## src/rtl/adc_sample_averager.sv

```systemverilog
// Boxcar averager for SAR ADC samples: accumulates 2^k masked samples, rounds,
// saturates and queues each result in a small show-ahead FIFO.
module adc_sample_averager #(
   parameter int FIFO_DEPTH = 4
) (
   input  logic        clk,
   input  logic        reset_n,
   input  logic        enable,
   input  logic [1:0]  resolution,
   input  logic [3:0]  avg_log2,
   input  logic        round_en,
   input  logic [15:0] sample_in,
   input  logic        sample_valid,
   output logic [15:0] out_data,
   output logic        out_valid,
   input  logic        out_ready,
   output logic [4:0]  fifo_level,
   output logic        overflow,
   input  logic        clear_overflow,
   output logic        busy
);

   localparam int         PTR_W   = (FIFO_DEPTH > 1) ? $clog2(FIFO_DEPTH) : 1;
   localparam logic [4:0] DEPTH_L = 5'(FIFO_DEPTH);

   typedef enum logic {
      ST_IDLE,
      ST_ACCUM
   } state_t;

   state_t state_q, state_d;

   // Window accumulator and configuration captured at the window's first sample
   logic [23:0] acc_q;
   logic [7:0]  count_q;
   logic [1:0]  res_q;
   logic [3:0]  k_q;
   logic        rnd_q;

   // Effective configuration and datapath for the sample presented this cycle
   logic        first;
   logic [1:0]  eff_res;
   logic [3:0]  eff_k;
   logic        eff_rnd;
   logic        accept;
   logic [15:0] masked;
   logic [15:0] res_max;
   logic [8:0]  win_len;
   logic        win_last;
   logic [23:0] sum;
   logic [24:0] rnd_add;
   logic [24:0] rounded;
   logic [24:0] shifted;
   logic [15:0] result;
   logic        push;

   // FIFO
   logic [15:0]      mem [FIFO_DEPTH];
   logic [PTR_W-1:0] wr_ptr_q;
   logic [PTR_W-1:0] rd_ptr_q;
   logic [4:0]       level_q;
   logic             ovf_q;
   logic             full;
   logic             pop;
   logic             wr_en;

   function automatic logic [3:0] clamp_k(input logic [3:0] a);
      return (a > 4'd8) ? 4'd8 : a;
   endfunction

   // ---------------------------------------------------------------- FSM
   always_comb begin
      // NOTE: every always_comb output gets a default first so no path can infer a latch.
      state_d = state_q;
      case (state_q)
         ST_IDLE:  if (enable)  state_d = ST_ACCUM;
         ST_ACCUM: if (!enable) state_d = ST_IDLE;
         default:  state_d = ST_IDLE;
      endcase
   end

   always_ff @(posedge clk) begin
      // NOTE: sequential state uses non-blocking assignments so every flop samples pre-edge values.
      if (!reset_n) state_q <= ST_IDLE;
      else          state_q <= state_d;
   end

   // ---------------------------------------------------------------- datapath
   always_comb begin
      first   = (count_q == 8'd0);
      eff_res = first ? resolution        : res_q;
      eff_k   = first ? clamp_k(avg_log2) : k_q;
      eff_rnd = first ? round_en          : rnd_q;
      accept  = (state_q == ST_ACCUM) && enable && sample_valid;

      case (eff_res)
         2'b00: begin
            masked  = {4'd0, sample_in[11:0]};
            res_max = 16'h0FFF;
         end
         2'b01: begin
            masked  = {2'd0, sample_in[13:0]};
            res_max = 16'h3FFF;
         end
         default: begin
            masked  = sample_in;
            res_max = 16'hFFFF;
         end
      endcase

      win_len  = 9'd1 << eff_k;
      win_last = ({1'b0, count_q} == (win_len - 9'd1));
      sum      = acc_q + {8'd0, masked};
      rnd_add  = (eff_rnd && (eff_k != 4'd0)) ? (25'd1 << (eff_k - 4'd1)) : 25'd0;
      rounded  = {1'b0, sum} + rnd_add;
      shifted  = rounded >> eff_k;
      result   = (shifted > {9'd0, res_max}) ? res_max : shifted[15:0];
      push     = accept && win_last;
   end

   always_ff @(posedge clk) begin
      if (!reset_n) begin
         acc_q   <= '0;
         count_q <= '0;
         res_q   <= 2'b10;
         k_q     <= '0;
         rnd_q   <= 1'b0;
      end else if (accept) begin
         if (first) begin
            res_q <= resolution;
            k_q   <= clamp_k(avg_log2);
            rnd_q <= round_en;
         end
         if (win_last) begin
            acc_q   <= '0;
            count_q <= '0;
         end else begin
            acc_q   <= sum;
            count_q <= count_q + 8'd1;
         end
      end else if (!enable || (state_q == ST_IDLE)) begin
         // Dropping enable abandons any partial window.
         acc_q   <= '0;
         count_q <= '0;
      end
   end

   // ---------------------------------------------------------------- FIFO
   always_comb begin
      full  = (level_q == DEPTH_L);
      pop   = (level_q != 5'd0) && out_ready;
      wr_en = push && (!full || pop);
   end

   always_ff @(posedge clk) begin
      // NOTE: storage is deliberately not reset; the level counter gates what is visible.
      if (wr_en) mem[wr_ptr_q] <= result;
   end

   always_ff @(posedge clk) begin
      if (!reset_n) begin
         wr_ptr_q <= '0;
         rd_ptr_q <= '0;
         level_q  <= '0;
         ovf_q    <= 1'b0;
      end else begin
         if (wr_en) wr_ptr_q <= wr_ptr_q + PTR_W'(1);
         if (pop)   rd_ptr_q <= rd_ptr_q + PTR_W'(1);
         case ({wr_en, pop})
            2'b10:   level_q <= level_q + 5'd1;
            2'b01:   level_q <= level_q - 5'd1;
            default: level_q <= level_q;
         endcase
         if (push && full && !pop) ovf_q <= 1'b1;
         else if (clear_overflow)  ovf_q <= 1'b0;
      end
   end

   always_comb begin
      out_valid  = (level_q != 5'd0);
      out_data   = out_valid ? mem[rd_ptr_q] : 16'd0;
      fifo_level = level_q;
      overflow   = ovf_q;
      busy       = (count_q != 8'd0);
   end

endmodule
```

## config.mk

```make
export PLATFORM = sky130hd
export DESIGN_NAME = adc_sample_averager
export DESIGN_NICKNAME = d
export VERILOG_FILES = /design/src/rtl/adc_sample_averager.sv
export SDC_FILE = /design/constraint.sdc
export NUM_CORES = 1
export LEC_CHECK = 0
export ABC_AREA = 1
export BUFFER_PORTS_ARGS = -buffer_cell sky130_fd_sc_hd__buf_2
export CAP_MARGIN = 20
export CORE_ASPECT_RATIO = 1.25
export CORE_MARGIN = 2
export CORE_UTILIZATION = 35
export DETAILED_ROUTE_END_ITERATION = 6
export PLACE_DENSITY_LB_ADDON = 0.2
export SYNTH_ARGS = -nofsm -noshare
export SYNTH_HDL_FRONTEND = slang
export SYNTH_SLANG_ARGS = --single-unit
```

## constraint.sdc

```tcl
create_clock -name clk -period 16.7 [get_ports clk]
set_input_delay 0.835 -clock clk [delete_from_list [all_inputs] [get_ports clk]]
set_output_delay 0.835 -clock clk [all_outputs]
set_load 0.01 [all_outputs]
```

# [Word level (Yosys, flattened, before mapping)]
# Memory sizes are Yosys's and may differ from the RTL's. A register that Yosys moved wholly into a read port is not among the register bits.
# Index checks and enable logic that the tools add are counted.
[op_classes] magnitude_cmp=2 n_eq_ne=5 shift=3 addsub=9 reduce_logical=21 bitwise=1 muxes=23
[ops] op="$mux W24" count=3
[ops] op="$pmux W16 S2" count=2
[ops] op="$mux W16" count=2
[ops] op="$add A24 B25 Y25" count=1
[ops] op="$gt A25 B16 Y1" count=1
[ops] op="$mux W25" count=1
[ops] op="$shl A1 B4 Y25 const A" count=1
[ops] op="$shr A25 B4 Y25" count=1
[ops] op="$add A24 B16 Y24" count=1
[ops] op="$mux W8" count=3
[ops] op="$pmux W5 S2" count=1
[ops] op="$eq A8 B9 Y1" count=1
[ops] op="$shl A1 B4 Y9 const A" count=1
[ops] op="$sub A9 B1 Y9 const B" count=1
[ops] op="$add A8 B1 Y8 const B" count=1
[ops] op="$logic_and A1 B1 Y1" count=8
[ops] op="$logic_not A8 Y1" count=1
[ops] op="$mux W4" count=2
[ops] op="$reduce_bool A8 Y1" count=1
[ops] op="$mux W1" count=6
[ops] op="$mux W2" count=3
[ops] op="$reduce_bool A2 Y1" count=3
[ops] op="$add A5 B1 Y5 const B" count=1
[ops] op="$eq A5 B3 Y1 const B" count=1
[ops] op="other kinds (12)" count=17
[word_totals] elab_cells=75 ff_bits=50 memories=1 ramBits=64
[mem_list] name="mem" words=4 width=16 rd=1 rd_ports_with_merged_regs=1 wr=1 line="58" rtl="logic [15:0] mem [FIFO_DEPTH];"

# [Logic depth before layout (Yosys ltp)]
[logic_depth] depth_word=10 mapped_depth=47 mapped_depth_nobuf=46

# [Least setup slack after synthesis]
# OpenSTA, ideal clock, no wires.
[synth_timing] path_type="input to register" startpoint="input port avg_log2[3]" endpoint="memory mem[0][10] (data pin)" n_path_buf=3 t_required_ns=16.432 cell_stages=41 arrival_time_ns=6.164 slack_ns=10.267 setup_time_ns=0.268 path_cell_list="inv_1 > nand2_1 > nor2_2 > nor2_8 > clkbuf_1 > ha_1 > buf_1 > nand3_1 > nor3_1 > ha_1 > inv_1 > fa_1 > nand3b_1 > nand2_1 > a21oi_1 > o21ai_0 > nand4_4 > nand2_4 > [5 not listed] > nand2_1 > nand2_1 > nand2_1 > nand2_1 > o21ai_0 > ha_1 > nand2_1 > inv_1 > a221oi_1 > nand2_1 > nand3b_1 > nor2_1 > nand2_1 > nor2_1 > nand2_2 > nand2_4 > buf_8 > nand3_2"
[synth_between] elab_chain_cells=10 elab_cells_between_ends=12
[synth_rtl] element="start: declaration" line="10" rtl="input logic [3:0] avg_log2,"
[synth_rtl] element="$gt A4 B4 Y1" line="68" rtl="return (a > 4'd8) ? 4'd8 : a;"
[synth_rtl] element="$mux W4 *" line="68"
[synth_rtl] element="$mux W4 *"
[synth_rtl] element="$sub A4 B1 Y4 or $reduce_bool A4 Y1 (tied branches)" line="114" rtl="rnd_add = (eff_rnd && (eff_k != 4'd0)) ? (25'd1 << (eff_k - 4'd1)) : 25'd0;"
[synth_rtl] element="$shl A1 B4 Y25 or $logic_and A1 B1 Y1 (tied branches)" line="114"
[synth_rtl] element="$mux W25" line="114"
[synth_rtl] element="$add A24 B25 Y25" line="115" rtl="rounded = {1'b0, sum} + rnd_add;"
[synth_rtl] element="$shr A25 B4 Y25 *" line="116" rtl="shifted = rounded >> eff_k;"
[synth_rtl] element="$gt A25 B16 Y1" line="117" rtl="result = (shifted > {9'd0, res_max}) ? res_max : shifted[15:0];"
[synth_rtl] element="$mux W16 *" line="117"
[synth_rtl] element="net result[10]" line="54" rtl="logic [15:0] result;"
[synth_rtl] element="end: declaration" line="58"
# The timed path passes the listed nets; every way through them passes the cells marked *.

# [Worst setup path in the final report]
[layout_timing] startpoint="register count_q[1]" endpoint="memory mem[2][9] (data pin)"
[layout_between] elab_chain_cells=9 elab_cells_between_ends=18
[layout_rtl] element="start: declaration" line="35" rtl="logic [7:0] count_q;"
[layout_rtl] element="start signal: assignment" line="139" rtl="count_q <= count_q + 8'd1;"
[layout_rtl] element="$logic_not A8 Y1 *" line="90" rtl="first = (count_q == 8'd0);"
[layout_rtl] element="$mux W2 or $mux W4 (tied branches)"
[layout_rtl] element="$eq A2 B1 Y1, or another cell as far along" line="96" rtl="case (eff_res)"
[layout_rtl] element="$pmux W16 S2, or another cell as far along" line="96"
[layout_rtl] element="$add A24 B16 Y24 or $mux W25 (tied branches)" line="113, 114"
[layout_rtl] element="$add A24 B25 Y25" line="115"
[layout_rtl] element="$shr A25 B4 Y25" line="116"
[layout_rtl] element="$gt A25 B16 Y1" line="117"
[layout_rtl] element="$mux W16 *" line="117"
[layout_rtl] element="net result[9]" line="54"
# Marks and branches as above.

==> metrics.csv <==
stage,metric,value,unit
worst_setup_path,r2r_cells,46,
yosys,yosysWarnings,0,
yosys,synthAdderAreaFrac,7.44,%
global_routing,grt-ovfl-total,0,
pwr,static-leakage-power,0.00447,µW
pwr,clock_power_share,37.6,%
pwr,ir_drop,0.0678,mV
min_path,min_to,rd_ptr_q[1],
sta,grt_setup_unrepaired,no,
min_path,worst_hold_path_type,reg -> reg,
clocking,cts_tree,yes,
sta,period_share,43.1,%
min_path,hp-start,rd_ptr_q[1],
worst_setup_path,critical_path.most_common_cell,nand2_1,
worst_setup_path,start_kind,flip-flop,
sta,period_minus_slack,7200,ps
clocking,postCtsSetupRepairBufs,0,
place,hpwl,18.0,mm
detailed_routing,routed_wirelength,23.7,mm
die,die_h,184,µm
yosys,synth_cell_types,53,
place,place_ws,9530,ps
detailed_routing,drc,0,
pwr,power_switching,368,µW
final_layout,nFillCells,2759,
sta,final_max_slew_viol_count,0,
pwr,sw_frac_of_total,35.7,%
job,cap_violations,0,
die,start_util,35.7,%
yosys,synth-xor-area-share,4.06,%
worst_setup_path,r2r_slack,9500,ps
worst_setup_path,timing.rr.start,count_q[1],
yosys,synth.avg_cell_area,7.04,µm²
sta,fin_setup_tns,0,ps
clocking,cts-htree-levels,4,
clocking,cts_hold_buffers,0,
worst_setup_path,cp.arrival,7330,ps
global_routing,grt_max_degree,34,
clocking,path_clk_slew,60,ps
sta,hold_violations,0,
final_layout,drive_gt1_share,12.8,%
detailed_routing,via_per_inst,5.03,
yosys,async_reset_ff_share,0,%
place,gp_congestion,0.878,
yosys,yosys_most_used_dff,edfxtp_1,
worst_setup_path,cp-end-kind,flip-flop,
yosys,synth_seq_cells,116,
die,core,25400,µm²
clocking,cts_buffers,17,
worst_setup_path,required,16830,ps
sta,max-slew-margin-rel,30.4,%
worst_setup_path,r2r-end,mem[2][9],
sta,fin_ws,9500,ps
yosys,synthCells,1286,
detailed_routing,initialDrtViolationCount,354,
final_layout,most-common-layout-cells,"313 x nand2_1, 135 x nor2_1, 126 x inv_1, 117 x nand3_1, 104 x a21oi_1",
yosys,seq_area_frac_synth,32.7,%
final_layout,regArea,2960,µm²
clocking,clock_path_buffers,2,
yosys,synth_nets,1367,
final_layout,diodes,0,
final_layout,final_core_util,40.4,%
sta,fin_worst_skew,10.8,ps
clocking,clkSinkCount,116,
worst_setup_path,cpPeakStageDelay,400,ps
die,rows,65,
min_path,hold_depth,2,
global_routing,grt_pass1_vias,7963,
yosys,synth_top_family_by_area,simple AND/OR/NAND/NOR gates,
pwr,powerDensity,101,nW/µm²
die,dieWidth,148,µm
worst_setup_path,crit_type,reg -> reg,
pwr,internal-power,663,µW
clocking,cts_root_buf,clkbuf_16,
run_status,status,"finished, final reports clean",
pwr,pwr-share-comb,30.8,%
yosys,synth_edf_count,64,
worst_setup_path,cp_max_fo,16,
yosys,synthSimpleGateAreaFrac,34.5,%
yosys,synth_mux_area_share,0.221,%
final_layout,stdcell_area,10200,µm²
yosys,synth_compound_area_share,13.1,%
sta,setup_viol,0,
worst_setup_path,slowest_stage,nor2_1,
global_routing,grt_first_pass_wirelength,38.7,mm
detailed_routing,vias,8408,
final_layout,multi_input_area,5390,µm²
clocking,cts-resized-gates,0,
sta,max_freq,0.139,GHz
final_layout,area_growth_syn_to_layout,13.2,%
global_routing,grt_use_total,17.7,%
final_layout,final_common_cell,nand2_1,
die,num_io_pins,53,
yosys,synth_area,9050,µm²
place,port_buffers,52,
global_routing,antenna_found_initial,0,
detailed_routing,drt_pre_antenna_iters,5,
pwr,pwr-share-seq,31.6,%
sta,worst_slew_pin_slew,1040,ps
detailed_routing,wl_per_cell,14.2,µm
die,dieArea,27200,µm²
final_layout,final_net_count,1406,
detailed_routing,ant_nets,0,
place,place_area,9620,µm²
worst_setup_path,critPathLaunch,count_q[1],
clocking,clk_latency,420,ps
[registers in the layout (all words and copies together) (netlist names), named ones only]
register    cells
mem            64
acc_q          24
count_q         8
fifo_level      5
k_q             4
rd_ptr_q        2
res_q           2
wr_ptr_q        2
overflow        1
rnd_q           1
state_q         1
[final cells by class]
| cell class | count | area share [%] |
|---|---|---|
| multi-input cells | 992 | 52.6 |
| flip-flops and latches | 116 | 28.9 |
| inverters | 136 | 5.06 |
| clock buffers | 17 | 4.15 |
| well taps | 335 | 4.09 |
| repair buffers | 62 | 3.27 |
| clock inverters | 15 | 1.88 |
[per-layer routing]
layer,vias up,track usage (%),wire [µm]
met5,-,0,0
li1,4365,-,-
met1,3867,20.8,10300
met3,33,2.51,773
met4,0,6.25,543
met2,143,32.7,12100
[worst max-delay path by stage]
| stage | end | slack (ps) |
|---|---|---|
| 2_1_floorplan | mem[0][10] | 10270 |
| 3_3_place_gp | mem[1][9] | 9640 |
| 3_5_place_dp | mem[0][8] | 9530 |
| 4_1_cts | mem[2][9] | 9490 |
| 5_1_grt | mem[2][9] | 8630 |
| 6_report | mem[2][9] | 9500 |
[through the flow]
step                      power [µW]  instances  hold slack [ps]
after floorplan                  552       1286              435
after global placement           649       1641              455
after detailed placement         652       1641              455
after CTS                       1040       1673              466
after global routing            1090       1673              482
final                           1030       1673              460
[worst max-delay path: cells and delay by family (launching register included)]
kind | cells | cell delay (ps)
buffers and inverters | 5 | 450
AND/OR/NAND/NOR | 30 | 3440
flip-flops | 1 | 390
XOR/XNOR | 1 | 160
adder cells (fa/ha/maj) | 4 | 1220
AO/OA/AOI/OAI | 6 | 1220
[logic make-up (layout without fill, tap and decap cells)]
group | after synthesis | in the layout
adders and majority gates | 52 | 52
and+or+nand+nor | 675 | 675
xor gates and xnor gates | 42 | 42
buffers and inverters | 178 | 230
DFF | 116 | 116
muxes | 2 | 2
AOI/OAI and AO/OA | 221 | 221
[Yosys cell counts (9+ instances only)]
| library cell | instances | area (µm²) |
|---|---|---|
| nor4_1 | 9 | 56.3 |
| nor3_1 | 19 | 95.1 |
| nor2_1 | 137 | 514 |
| xnor2_1 | 10 | 87.6 |
| edfxtp_1 | 64 | 1920 |
| nand2_2 | 19 | 119 |
| o21ai_0 | 84 | 420 |
| clkbuf_1 | 28 | 105 |
| dfxtp_1 | 52 | 1040 |
| xor2_1 | 32 | 280 |
| nand4_1 | 13 | 81.3 |
| ha_1 | 49 | 613 |
| a21oi_1 | 104 | 521 |
| nand2_1 | 313 | 1170 |
| nand2_4 | 11 | 124 |
| inv_1 | 126 | 473 |
| nand3_1 | 117 | 586 |
[power groups by stage]
stage	Sequential, µW	Clock, µW	Combinational (µW)
final	326	388	318
after global routing	327	407	357
after CTS	326	395	322
after detailed placement	332	0	320
after global placement	332	0	317
after floorplan	333	0	219
Power figures use the tool's default switching activity.
